File: config.mk
export PLATFORM = sky130hd
export DESIGN_NAME = pc_fetch_unit_flat
export DESIGN_NICKNAME = d
export VERILOG_FILES = /design/src/rtl/pc_fetch_unit_if.sv /design/src/rtl/pc_fetch_unit.sv /design/src/flat_wrapper.sv
export SDC_FILE = /design/constraint.sdc
export NUM_CORES = 1
export LEC_CHECK = 0
export ABC_AREA = 1
export CAP_MARGIN = 5
export CORE_MARGIN = 8
export CORE_UTILIZATION = 33
export CTS_CLUSTER_SIZE = 16
export DETAILED_ROUTE_END_ITERATION = 16
export GPL_ROUTABILITY_DRIVEN = 0
export GPL_TIMING_DRIVEN = 0
export PLACE_DENSITY = 0.86
export SYNTH_ARGS = -nofsm -noshare
export SYNTH_HDL_FRONTEND = slang
export SYNTH_SLANG_ARGS = --single-unit
File: constraint.sdc
create_clock -name clk -period 3.4 [get_ports clk]
set_input_delay 0.68 -clock clk [delete_from_list [all_inputs] [get_ports clk]]
set_output_delay 0.68 -clock clk [all_outputs]
set_load 0.01 [all_outputs]
File: src/rtl/pc_fetch_unit_if.sv
// Fetch-stage bus: redirect requests and imem data in, PC and instruction out.
// Optional PC_FETCH_PERF_EN adds the retired_cnt / redirect_cnt counters.
interface pc_fetch_unit_if #(
   parameter int PC_W  = 9,
   parameter int INS_W = 32
);
   logic             stall;
   logic             br_taken;
   logic [PC_W-1:0]  br_target;
   logic             jalr_taken;
   logic [PC_W-1:0]  jalr_target;
   logic [INS_W-1:0] imem_rd;
   logic [PC_W-1:0]  pc;
   logic [PC_W-1:0]  pc_plus4;
   logic [INS_W-1:0] instr;
   logic             instr_valid;
   logic             halted;
   logic             misaligned;
`ifdef PC_FETCH_PERF_EN
   logic [31:0]      retired_cnt;
   logic [31:0]      redirect_cnt;
`endif

   modport master (
`ifdef PC_FETCH_PERF_EN
      output retired_cnt,
      output redirect_cnt,
`endif
      input  stall,
      input  br_taken,
      input  br_target,
      input  jalr_taken,
      input  jalr_target,
      input  imem_rd,
      output pc,
      output pc_plus4,
      output instr,
      output instr_valid,
      output halted,
      output misaligned
   );

   modport slave (
`ifdef PC_FETCH_PERF_EN
      input  retired_cnt,
      input  redirect_cnt,
`endif
      output stall,
      output br_taken,
      output br_target,
      output jalr_taken,
      output jalr_target,
      output imem_rd,
      input  pc,
      input  pc_plus4,
      input  instr,
      input  instr_valid,
      input  halted,
      input  misaligned
   );
endinterface

File: src/rtl/pc_fetch_unit.sv
// PC / fetch stage: BOOT -> RUN -> HALT, next-PC select, halt/misalign stop.
// Optional PC_FETCH_PERF_EN adds saturating retired/redirect counters.
module pc_fetch_unit #(
   parameter int               PC_W       = 9,
   parameter int               INS_W      = 32,
   parameter logic [PC_W-1:0]  RESET_PC   = '0,
   parameter logic [INS_W-1:0] HALT_INSTR = 32'h00000073
) (
   input logic            clk,
   input logic            reset,
   pc_fetch_unit_if.master bus
);
   localparam logic [INS_W-1:0] NOP = 32'h00000013;

   typedef enum logic [1:0] {
      ST_BOOT,
      ST_RUN,
      ST_HALT
   } state_e;

   state_e          state_q;
   logic [PC_W-1:0] pc_q;
   logic            mis_q;

   logic [PC_W-1:0] jalr_tgt;
   logic [PC_W-1:0] redir_tgt;
   logic            redir;
   logic            tgt_mis;
   logic            is_halt;
   logic            run_go;

   // Redirect target select (JALR over branch) and stop conditions
   always_comb begin
      jalr_tgt  = bus.jalr_target & ~PC_W'(1);
      redir     = bus.jalr_taken | bus.br_taken;
      redir_tgt = bus.jalr_taken ? jalr_tgt : bus.br_target;
      tgt_mis   = redir && (redir_tgt[1:0] != 2'b00);
      is_halt   = (bus.imem_rd == HALT_INSTR);
      run_go    = (state_q == ST_RUN) && !bus.stall;
   end

   // Fetch FSM and PC register
   always_ff @(posedge clk) begin
      if (reset) begin
         state_q <= ST_BOOT;
         pc_q    <= RESET_PC;
         mis_q   <= 1'b0;
      end else begin
         unique case (state_q)
            ST_BOOT: state_q <= ST_RUN;
            ST_RUN: begin
               if (!bus.stall) begin
                  if (is_halt) begin
                     state_q <= ST_HALT;
                  end else if (tgt_mis) begin
                     state_q <= ST_HALT;
                     mis_q   <= 1'b1;
                  end else if (redir) begin
                     pc_q <= redir_tgt;
                  end else begin
                     pc_q <= pc_q + PC_W'(4);
                  end
               end
            end
            ST_HALT: state_q <= ST_HALT;
            default: state_q <= ST_HALT;
         endcase
      end
   end

   // Outputs decoded from registered state
   always_comb begin
      bus.pc          = pc_q;
      bus.pc_plus4    = pc_q + PC_W'(4);
      bus.instr_valid = (state_q == ST_RUN);
      bus.instr       = (state_q == ST_RUN) ? bus.imem_rd : NOP;
      bus.halted      = (state_q == ST_HALT);
      bus.misaligned  = mis_q;
   end

`ifdef PC_FETCH_PERF_EN
   logic [31:0] ret_q;
   logic [31:0] red_q;

   // Saturating retired / accepted-redirect counters
   always_ff @(posedge clk) begin
      if (reset) begin
         ret_q <= '0;
         red_q <= '0;
      end else if (run_go && !is_halt) begin
         if (ret_q != '1) ret_q <= ret_q + 32'd1;
         if (redir && !tgt_mis && red_q != '1)
            red_q <= red_q + 32'd1;
      end
   end

   assign bus.retired_cnt  = ret_q;
   assign bus.redirect_cnt = red_q;
`endif

endmodule

File: src/flat_wrapper.sv
// flat-port wrapper written by rule: the top's interface ports become plain ports
module pc_fetch_unit_flat 
#(
   parameter int               PC_W       = 9,
   parameter int               INS_W      = 32,
   parameter logic [PC_W-1:0]  RESET_PC   = '0,
   parameter logic [INS_W-1:0] HALT_INSTR = 32'h00000073
)
  (clk, reset, bus_stall, bus_br_taken, bus_br_target, bus_jalr_taken, bus_jalr_target, bus_imem_rd, bus_pc, bus_pc_plus4, bus_instr, bus_instr_valid, bus_halted, bus_misaligned);
  pc_fetch_unit_if #(.PC_W(PC_W), .INS_W(INS_W)) bus_i ();
  input logic clk;
  input logic reset;
  input wire logic [$bits(bus_i.stall)-1:0] bus_stall;
  input wire logic [$bits(bus_i.br_taken)-1:0] bus_br_taken;
  input wire logic [$bits(bus_i.br_target)-1:0] bus_br_target;
  input wire logic [$bits(bus_i.jalr_taken)-1:0] bus_jalr_taken;
  input wire logic [$bits(bus_i.jalr_target)-1:0] bus_jalr_target;
  input wire logic [$bits(bus_i.imem_rd)-1:0] bus_imem_rd;
  output wire logic [$bits(bus_i.pc)-1:0] bus_pc;
  output wire logic [$bits(bus_i.pc_plus4)-1:0] bus_pc_plus4;
  output wire logic [$bits(bus_i.instr)-1:0] bus_instr;
  output wire logic [$bits(bus_i.instr_valid)-1:0] bus_instr_valid;
  output wire logic [$bits(bus_i.halted)-1:0] bus_halted;
  output wire logic [$bits(bus_i.misaligned)-1:0] bus_misaligned;
  assign bus_i.stall = bus_stall;
  assign bus_i.br_taken = bus_br_taken;
  assign bus_i.br_target = bus_br_target;
  assign bus_i.jalr_taken = bus_jalr_taken;
  assign bus_i.jalr_target = bus_jalr_target;
  assign bus_i.imem_rd = bus_imem_rd;
  assign bus_pc = bus_i.pc;
  assign bus_pc_plus4 = bus_i.pc_plus4;
  assign bus_instr = bus_i.instr;
  assign bus_instr_valid = bus_i.instr_valid;
  assign bus_halted = bus_i.halted;
  assign bus_misaligned = bus_i.misaligned;
  pc_fetch_unit #(.PC_W(PC_W), .INS_W(INS_W), .RESET_PC(RESET_PC), .HALT_INSTR(HALT_INSTR)) u_core (.clk(clk), .reset(reset), .bus(bus_i));
endmodule
==> results.py <==
metrics = {
    "worst_setup_path": {
        "cp-start-kind": "flip-flop",
        "reg2reg_to": "u_core.bus.pc[8]",
        "reg2reg_slack_ns": 1.97,
        "rr_startpoint": "u_core.bus.pc[2]",
        "cp_max_fo": 5,
        "path_class": "flip-flop to primary output",
        "setup.worst_path.end_class": "primary output",
        "cp.arrival_ns": 1.96,
        "r2r_cells": 9,
        "required_ns": 2.72,
    },
    "drt": {
        "via_per_inst": 4.375,
        "routedWlPerCell_microns": 12.46,
        "drcViolationCount": 0,
        "num_vias": 1667,
        "drt-total-wl_microns": 4749,
        "first_iter_violations": 71,
        "antenna_left": 0,
        "drt-pass1-iter-count": 4,
    },
    "global_route": {
        "grt_max_degree": 11,
        "overflow": 0,
        "gr-usage-all-layers_pct": 16.79,
        "grt_pass1_vias": 1632,
        "grt_antenna_before_repair": 0,
        "grt_pass1_wl_microns": 7590,
    },
    "clock_tree": {
        "cts_hold_buf": 0,
        "cts_max_level": 1,
        "clock-sinks": 12,
        "root_buffer": "clkbuf_4",
        "cts_setup_buffers": 0,
        "clk_latency_ns": 0.28,
        "max-clock-path-buffers": 2,
        "cts_buffers": 3,
        "cts-resized-gates": 0,
        "clkSlewWorstSetupHoldPaths_ns": 0.07,
        "cts_tree": "yes",
    },
    "placed_design": {
        "port_buffers": 106,
        "place_hpwl_microns": 4085,
        "dpl_cell_area_sq_mm": 0.002290,
        "dpl_worst_slack_ns": 0.7966,
    },
    "power_and_ir_drop": {
        "p_comb_share_pct": 50.3,
        "seq_power_share_pct": 28.7,
        "peakVddDrop_mv": 0.2327,
        "p_sw_share_pct": 32.79,
        "powerDensity_mw_per_mm2": 236.8,
        "p_int_uw": 370.2,
        "p_sw_uw": 180.6,
        "power.total_uw": 550.9,
        "total_leakage_power_nw": 1.112,
        "clkPwrFrac_pct": 21.0,
    },
    "min_path": {
        "min_to": "u_core.bus.misaligned",
        "min_path_type": "flip-flop to flip-flop",
        "min_from": "u_core.bus.misaligned",
        "hold_depth": 2,
    },
    "sta": {
        "rsz0062_at_grt": "no",
        "slew_headroom_pct": 71.06,
        "fin_tns_setup_ns": 0,
        "min_period_ns": 2.641,
        "fin_crit_sh_pct": 77.69,
        "worstMarginPinSlew_ns": 0.4342,
        "fmax_mhz": 378.6,
        "fin_skew_ns": 0.008938,
        "setup_viol": 0,
        "layout_setup_ws_ns": 0.7586,
        "hold_viol_final": 0,
        "finalMaxSlewViolations": 0,
    },
    "floorplanning": {
        "row_count": 21,
        "dieHeight_microns": 75.57,
        "start_util_pct": 34.82,
        "io-pin-count": 108,
        "core_sq_mm": 0.003363,
        "die_w_microns": 75.57,
        "die_area_sq_mm": 0.005711,
    },
    "layout": {
        "drive_gt1_share_pct": 6.269,
        "final_cell_mix": "clkdlybuf4s50_1 (106), nand2_1 (64), nor2_1 (57)",
        "fillers": 303,
        "layout_commonest_cell": "clkdlybuf4s50_1",
        "multiInputGateArea_sq_um": 709.4,
        "final_area_sq_mm": 0.002326,
        "nets": 392,
        "n_antenna_cell": 0,
        "area_growth_pct": 98.61,
        "register_area_sq_um": 240.2,
    },
    "logic_synthesis": {
        "ys_ff_latch": 12,
        "synth.top_cells.by_area": "dfxtp_1 (21%), nand2_1 (21%), nor2_1 (18%)",
        "synth_top_area_share_pct": 20.51,
        "netlist_instances": 225,
        "synth_warnings": 0,
        "yosysSeqAreaShare_pct": 20.51,
        "yosys.area.top_type": "dfxtp_1",
        "syn-cell-area_sq_mm": 0.001171,
        "ys_types": 22,
        "syn_area_per_cell_sq_um": 5.205,
        "syn_nets": 281,
    },
    "run": {
        "max_cap_violations": 0,
    },
    "status": {
        "status": "finished, final reports clean",
    },
}
final cells by class:
class / count / share of cell area (%)
inverters: 50 / 8.069
flip-flops and latches: 12 / 10.33
repair buffers: 106 / 45.62
multi-input cells: 157 / 30.50
plain buffers: 6 / 1.452
clock buffers: 4 / 1.560
well taps: 46 / 2.474
per-stage QoR:
| step | util (%) | hold WS, ns | cells |
|---|---|---|---|
| finish | 69.16 | 0.4520 | 381 |
| global route | 69.16 | 0.4895 | 381 |
| CTS | 69.16 | 0.4545 | 381 |
| detailed placement | 68.08 | 0.4430 | 377 |
| global placement | 68.08 | 0.4391 | 377 |
| floorplan | - | 0.4680 | 225 |
synth_stat cells:
master / count
a21oi_1: 7
a21oi_2: 1
a21oi_4: 1
a22oi_1: 2
buf_1: 2
buf_4: 3
clkbuf_1: 1
dfxtp_1: 12
ha_1: 1
inv_1: 48
inv_2: 2
nand2_1: 64
nand2_2: 2
nand3_1: 4
nand3_4: 1
nand3b_1: 1
nand4_1: 7
nor2_1: 57
nor2_2: 3
nor2_4: 1
or2_2: 3
xor2_1: 2
critical path, stage by stage (launching register included):
cell and delay [ns]:
dfxtp_1 0.43, ha_1 0.26, nand2_1 0.07, inv_1 0.08, nand2_1 0.07, xor2_1 0.17, clkdlybuf4s50_1 0.59
power by group through the flow:
stage | clock network [mW] | registers (mW) | logic [mW]
3_5_place_dp | 0 | 0.161 | 0.278
4_1_cts | 0.115 | 0.158 | 0.279
2_1_floorplan | 0 | 0.162 | 0.109
3_3_place_gp | 0 | 0.160 | 0.274
6_report | 0.116 | 0.158 | 0.277
5_1_grt | 0.127 | 0.159 | 0.305
registers in the layout (all words and copies together), names as in the netlist:
name	cells
u_core.bus.misaligned	1
u_core.state_q	2
u_core.bus.pc	9
logic make-up after synthesis:
| group | count (synthesis) | share of synthesized area (%) |
|---|---|---|
| xor gates and xnor gates | 2 | 1.496 |
| DFF | 12 | 20.51 |
| AOI/OAI and AO/OA | 11 | 6.410 |
| and+or+nand+nor | 143 | 51.60 |
| adders and majority gates | 1 | 1.068 |
| buffers and inverters | 56 | 18.91 |
worst max path at each step:
stage,from,endpoint,slack (ns)
after CTS,u_core.bus.pc[3],bus_pc_plus4[8],0.79
final,u_core.bus.pc[2],bus_pc_plus4[8],0.76
after detailed placement,bus_imem_rd[1],bus_instr[1],0.80
after global placement,bus_imem_rd[1],bus_instr[1],0.83
after floorplan,u_core.state_q[0],bus_instr[4],1.61
after global routing,u_core.bus.pc[3],bus_pc_plus4[8],0.63
layer usage:
layer	GRT usage [%]	vias up	share of wire, %
met5	0	-	0
met2	29.34	75	46
met4	2.132	0	0.72
met3	7.105	4	12
met1	18.93	711	41
li1	-	877	-
(Power assumes the default switching activity.)
